==> src/rtl/btb_update_array.sv <==
// btb_update_array: 2-way, 16-set branch target buffer with per-set LRU replacement.
// Lookup is combinational: fetch_pc -> hit / predicted_target. Updates take a valid/ready
// handshake and then run PROBE then WRITE (upd_ready low for two cycles, one update per 3 cycles).
// Ports: clk, rst_n (async active-low); fetch_pc, lookup_valid -> hit, predicted_target;
//        upd_valid/upd_ready with upd_tag, upd_set, upd_target; flush (sync invalidate-all); busy.
module btb_update_array #(
   parameter int TAG_W  = 10,
   parameter int SET_W  = 4,
   parameter int WORD_W = 16
) (
   input  logic              clk,
   input  logic              rst_n,
   input  logic [WORD_W-1:0] fetch_pc,
   input  logic              lookup_valid,
   output logic              hit,
   output logic [WORD_W-1:0] predicted_target,
   input  logic              upd_valid,
   output logic              upd_ready,
   input  logic [TAG_W-1:0]  upd_tag,
   input  logic [SET_W-1:0]  upd_set,
   input  logic [WORD_W-1:0] upd_target,
   input  logic              flush,
   output logic              busy
);

   localparam int SETS = 1 << SET_W;

   typedef enum logic [1:0] {IDLE, PROBE, WRITE} state_t;

   state_t             state;

   // Way-indexed storage. Only valid and lru need reset; tag/target are
   // meaningless while the matching valid bit is clear.
   logic [SETS-1:0]    valid [2];
   logic [SETS-1:0]    lru;                  // way to replace next
   logic [TAG_W-1:0]   tag_mem [2][SETS];
   logic [WORD_W-1:0]  tgt_mem [2][SETS];

   // Captured update and the victim chosen in PROBE
   logic [TAG_W-1:0]   cap_tag;
   logic [SET_W-1:0]   cap_set;
   logic [WORD_W-1:0]  cap_target;
   logic               victim;

   // ---------------- Lookup ----------------
   logic [SET_W-1:0]   f_set;
   logic [TAG_W-1:0]   f_tag;
   logic               f_hit0;
   logic               f_hit1;
   logic               unused_pc_bits;

   assign f_set = fetch_pc[SET_W:1];
   assign f_tag = fetch_pc[SET_W+TAG_W:SET_W+1];
   // Bit 0 is instruction alignment, the top bit is dropped (aliasing is accepted)
   assign unused_pc_bits = ^{fetch_pc[WORD_W-1:SET_W+TAG_W+1], fetch_pc[0]};

   assign f_hit0 = valid[0][f_set] && (tag_mem[0][f_set] == f_tag);
   assign f_hit1 = valid[1][f_set] && (tag_mem[1][f_set] == f_tag);
   assign hit    = f_hit0 || f_hit1;

   // Way 0 wins when both ways carry the same tag
   assign predicted_target = f_hit0 ? tgt_mem[0][f_set] :
                             f_hit1 ? tgt_mem[1][f_set] : '0;

   // ---------------- Probe / victim select ----------------
   logic               p_match0;
   logic               p_match1;
   logic               p_victim;

   assign p_match0 = valid[0][cap_set] && (tag_mem[0][cap_set] == cap_tag);
   assign p_match1 = valid[1][cap_set] && (tag_mem[1][cap_set] == cap_tag);

   always_comb begin
      p_victim = lru[cap_set];
      if (p_match0)                p_victim = 1'b0;
      else if (p_match1)           p_victim = 1'b1;
      else if (!valid[0][cap_set]) p_victim = 1'b0;
      else if (!valid[1][cap_set]) p_victim = 1'b1;
   end

   assign upd_ready = (state == IDLE) && !flush;
   assign busy      = (state != IDLE);

   // ---------------- Control, valid and LRU ----------------
   always_ff @(posedge clk or negedge rst_n) begin
      if (!rst_n) begin
         state      <= IDLE;
         cap_tag    <= '0;
         cap_set    <= '0;
         cap_target <= '0;
         victim     <= 1'b0;
         valid[0]   <= '0;
         valid[1]   <= '0;
         lru        <= '0;
      end else if (flush) begin
         // Drops any in-flight update; no transfer can happen this cycle
         state    <= IDLE;
         valid[0] <= '0;
         valid[1] <= '0;
         lru      <= '0;
      end else begin
         // Touch first so a same-set WRITE below overrides it.
         // Non-hitting way: 1 if way 0 hit (way 0 wins ties), else 0.
         if (lookup_valid && hit) begin
            lru[f_set] <= f_hit0;
         end
         case (state)
            IDLE: begin
               if (upd_valid) begin
                  cap_tag    <= upd_tag;
                  cap_set    <= upd_set;
                  cap_target <= upd_target;
                  state      <= PROBE;
               end
            end
            PROBE: begin
               victim <= p_victim;
               state  <= WRITE;
            end
            WRITE: begin
               valid[victim][cap_set] <= 1'b1;
               lru[cap_set]           <= ~victim;
               state                  <= IDLE;
            end
            default: state <= IDLE;
         endcase
      end
   end

   // Tag/target payload; a tag match rewrites the same tag, so only the target changes
   always_ff @(posedge clk) begin
      if (state == WRITE && !flush) begin
         tag_mem[victim][cap_set] <= cap_tag;
         tgt_mem[victim][cap_set] <= cap_target;
      end
   end

endmodule

==> config.mk <==
export PLATFORM = sky130hd
export DESIGN_NAME = btb_update_array
export DESIGN_NICKNAME = d
export VERILOG_FILES = /design/src/rtl/btb_update_array.sv
export SDC_FILE = /design/constraint.sdc
export NUM_CORES = 1
export LEC_CHECK = 0
export BUFFER_PORTS_ARGS = -buffer_cell sky130_fd_sc_hd__buf_2
export CAP_MARGIN = 15
export CORE_ASPECT_RATIO = 0.8
export CORE_UTILIZATION = 60
export CTS_BUF_LIST = sky130_fd_sc_hd__clkbuf_4 sky130_fd_sc_hd__clkbuf_8 sky130_fd_sc_hd__clkbuf_16
export DETAILED_ROUTE_END_ITERATION = 6
export PLACE_DENSITY_LB_ADDON = 0.05
export SYNTH_ARGS = -nofsm -noshare
export SYNTH_HDL_FRONTEND = slang
export SYNTH_SLANG_ARGS = --single-unit
==> constraint.sdc <==
create_clock -name clk -period 10.4 [get_ports clk]
set_clock_uncertainty 0.05 [all_clocks]
set_input_delay 0.52 -clock clk [delete_from_list [all_inputs] [get_ports clk]]
set_output_delay 0.52 -clock clk [all_outputs]
set_load 0.03 [all_outputs]
==> flow_metrics.py <==
metrics = {
    "status": {
        "status": "finished with violations",
        "violations": "design-rule violations",
    },
    "place": {
        "gp_congestion": 0.9877,
        "port_buffers": 67,
        "dp_hpwl_microns": 62810,
    },
    "pwr": {
        "switchingPower_mw": 2.035,
        "swShare": 0.2366,
        "p_total_mw": 8.600,
        "p_leak_nw": 14.78,
        "pwr-share-seq": 0.506,
        "peakVddDrop_uv": 176.3,
        "pwr-share-clk": 0.397,
        "p_int_mw": 6.565,
        "cellPowerDensity_nw_per_um2": 195.3,
        "pwr-share-comb": 0.097,
    },
    "clock_network": {
        "path_clk_slew_ps": 60,
        "numCtsBuffers": 89,
        "cts_sinks": 913,
        "clock-root-buffer": "clkbuf_16",
        "cts_resized": 0,
        "cts_tree": "yes",
        "clkLatencyLatePin_ps": 660,
        "clockBufferDepth": 3,
        "htree_levels": 3,
    },
    "synthesis": {
        "yosys.area_share.simple": 0.03163,
        "synth_xor_area_frac": 0.01025,
        "synthAdderAreaFrac": 0,
        "synthesis.nets": 2009,
        "ys_seq_area_frac": 0.6869,
        "avgSynthCellArea_sq_um": 20.08,
        "synthDistinctLibCells": 72,
        "synth_top_cell_by_area": "edfxtp_1",
        "synth-main-ff-cell": "edfxtp_1",
        "ys_async_sr_fraction": 0.08872,
        "synth-compound-area-share": 0.03191,
        "yosys_warnings": 0,
        "synth_mux_area_frac": 0.2227,
        "synth_edf_count": 832,
        "syn_inst": 1958,
        "yosys-top-cells-area": "edfxtp_1 64%, mux4_2 18%, dfrtp_1 5.2%",
        "ys_seq_elements": 913,
        "yosysMostFrequentCell": "edfxtp_1",
        "synth_commonest_cells": "832 x edfxtp_1, 318 x mux4_2, 81 x dfrtp_1",
        "synth_area_sq_um": 39320,
        "synth_top_area_share": 0.6353,
        "synth_top_family_by_area": "multiplexers",
    },
    "route": {
        "first_pass_iters": 7,
        "drt_iter0_drc": 3142,
        "via_per_inst": 7.185,
        "ant_nets": 0,
        "drc": 2,
        "finalWirelength_microns": 106700,
        "via_count": 21450,
        "wl_per_cell_microns": 35.73,
    },
    "worst_setup_path": {
        "cp_max_fo": 113,
        "crit_arrival_ps": 5280,
        "cpMaxStageDelayCell": "buf_12",
        "cpMostUsedCell": "buf_4",
        "crit_required_ps": 9830,
        "worstSetupPathType": "primary input to primary output",
        "crit_family": "buffers and inverters",
        "critical_path.cell_chain": "buf_8 -> buf_12 -> mux4_2 -> mux2i_1 -> xnor2_1 -> nor2_1 -> o21ai_0 -> a211oi_2 -> buf_4 -> and2_1 -> buf_4 -> mux2_2 -> buf_2",
        "max_stage_delay_ps": 710,
        "critPathLaunchType": "primary input",
        "cp-end-kind": "primary output",
        "cp_num_buf_inv": 5,
    },
    "timing": {
        "tightest_slew_ps": 1158,
        "fmax_mhz": 171.0,
        "drv_slew": 0,
        "period_minus_slack_ps": 5849,
        "fin_setup_tns_ps": 0,
        "period_share": 0.5624,
        "rsz0062_at_grt": "no",
        "setup_viol": 0,
        "hold_viol": 0,
        "max_slew_margin": 0.2278,
    },
    "global_route": {
        "grt_pass1_wl_microns": 152600,
        "grt_pass1_vias": 21260,
        "grt_max_degree": 114,
        "grt_overflow": 0,
        "grt_usage": 0.3306,
        "antenna_found_initial": 4,
    },
    "cells_and_area": {
        "fin_nets": 2109,
        "areaGrowthSynthToFinish_pct": 11.97,
        "final_util": 0.6828,
        "drive_above_1_share": 0.3449,
        "n_fill_cell": 4095,
    },
    "floorplan": {
        "io_pins": 70,
        "die_area_sq_um": 66570,
        "initial_utilization": 0.6098,
        "fp.dieW_microns": 288.2,
        "die_y_microns": 231.0,
        "core-area_sq_um": 64490,
        "num_rows": 83,
    },
    "run": {
        "maxCapViolations": 0,
    },
    "hold_path": {
        "holdCritPathClass": "primary input to register",
    },
}
-- worst paths after layout --
| check | from | to | slack [ps] | cells after the start |
|---|---|---|---|---|
| worst max-delay path | fetch_pc[1] | predicted_target[8] | 4550 | 13 |
| worst min-delay path | upd_target[5] | cap_target[5]$_DFFE_PN0P_ | 40 | 2 |
| worst max register to register | cap_set[0]$_DFFE_PN0P_ | victim$_DFFE_PN0P_ | 5520 | 10 |
| worst min register to register | valid[10]$_DFFE_PN0P_ | valid[10]$_DFFE_PN0P_ | 450 | 1 |
| max in group asynchronous | rst_n | cap_set[1]$_DFFE_PN0P_ | 8570 | 3 |
| min in group asynchronous | rst_n | cap_tag[6]$_DFFE_PN0P_ | 300 | 2 |
-- registers in the layout (all words and copies together) (netlist names) --
signal      flops
tgt_mem       512
lru            16
tag_mem       320
victim          1
cap_tag        10
valid          32
cap_set         4
cap_target     16
state           2
-- cell families (layout without fill, tap and decap cells) --
kind of cell,Yosys count,after routing
AOI/OAI and AO/OA,168,168
xor gates and xnor gates,46,46
buffers and inverters,136,312
DFF,913,913
muxes,461,461
other,0,1
and+or+nand+nor,234,234
-- through the flow --
step                cell area [sq um]  hold WS [ps]  setup WS, ps  instances
global route                    44030         32.32          4355       2984
CTS                             44030         15.48          4563       2984
global placement                40890         413.4          4520       2816
detailed placement              40890         419.6          4563       2816
finish                          44030         44.49          4551       2985
floorplan                       39320         174.4          5929       1958
-- placed cells by master, fill, tap and decap left out, types with 10 or more instances in the layout --
cell type	synthesis	routed
mux2_2	65	65
inv_1	11	10
nand2b_1	13	13
mux2i_1	73	73
mux4_2	318	318
nor2_1	55	26
clkbuf_8	0	11
clkbuf_4	0	24
dfrtp_1	81	77
clkbuf_16	0	91
clkinv_1	2	12
buf_2	29	63
a22oi_1	14	14
edfxtp_1	832	832
nor2_4	0	29
buf_4	15	64
and2b_2	11	11
and3_1	10	10
o22ai_1	14	14
nand3_1	17	17
xor2_1	17	17
xnor2_1	29	29
o21ai_0	17	17
nor3_1	17	15
nand2_1	49	49
clkinv_2	0	15
bufinv_16	0	10
nor2b_1	10	10
a221oi_1	10	10
a21oi_1	18	18
a21o_1	31	31
-- power groups by stage --
| stage | Combinational (mW) | Clock (mW) | Sequential, mW |
|---|---|---|---|
| 6_report | 0.833 | 3.41 | 4.36 |
| 3_3_place_gp | 0.810 | 0 | 4.42 |
| 4_1_cts | 0.824 | 3.44 | 4.36 |
| 3_5_place_dp | 0.821 | 0 | 4.44 |
| 5_1_grt | 0.872 | 3.57 | 4.37 |
| 2_1_floorplan | 0.541 | 0 | 4.39 |
-- metal layers --
layer	up-vias	wire length [microns]	global-route usage
met5	-	20	0
met4	4	3116	0.09507
met3	194	12670	0.07856
met2	1401	48350	0.4830
met1	11400	42500	0.5036
li1	8449	-	-
-- final cells by class --
| cell class | count | area, sq um | share of cell area |
|---|---|---|---|
| antenna | 1 | 2.502 | 0.00005683 |
| inverter | 13 | 50.05 | 0.001137 |
| tap | 850 | 1064 | 0.02415 |
| clock buffer | 125 | 2595 | 0.05893 |
| multi-input combinational | 909 | 11890 | 0.2699 |
| timing repair buffer | 132 | 874.6 | 0.01986 |
| sequential | 913 | 27020 | 0.6137 |
| clock inverter | 42 | 539.3 | 0.01225 |
-- repair_timing --
action	4_1_cts	5_1_grt
endpoints found under the setup margin	0	0
hold buffers	1	0
setup buffers	0	0
endpoints found under the hold margin	22	0
(Power assumes the default switching activity.)
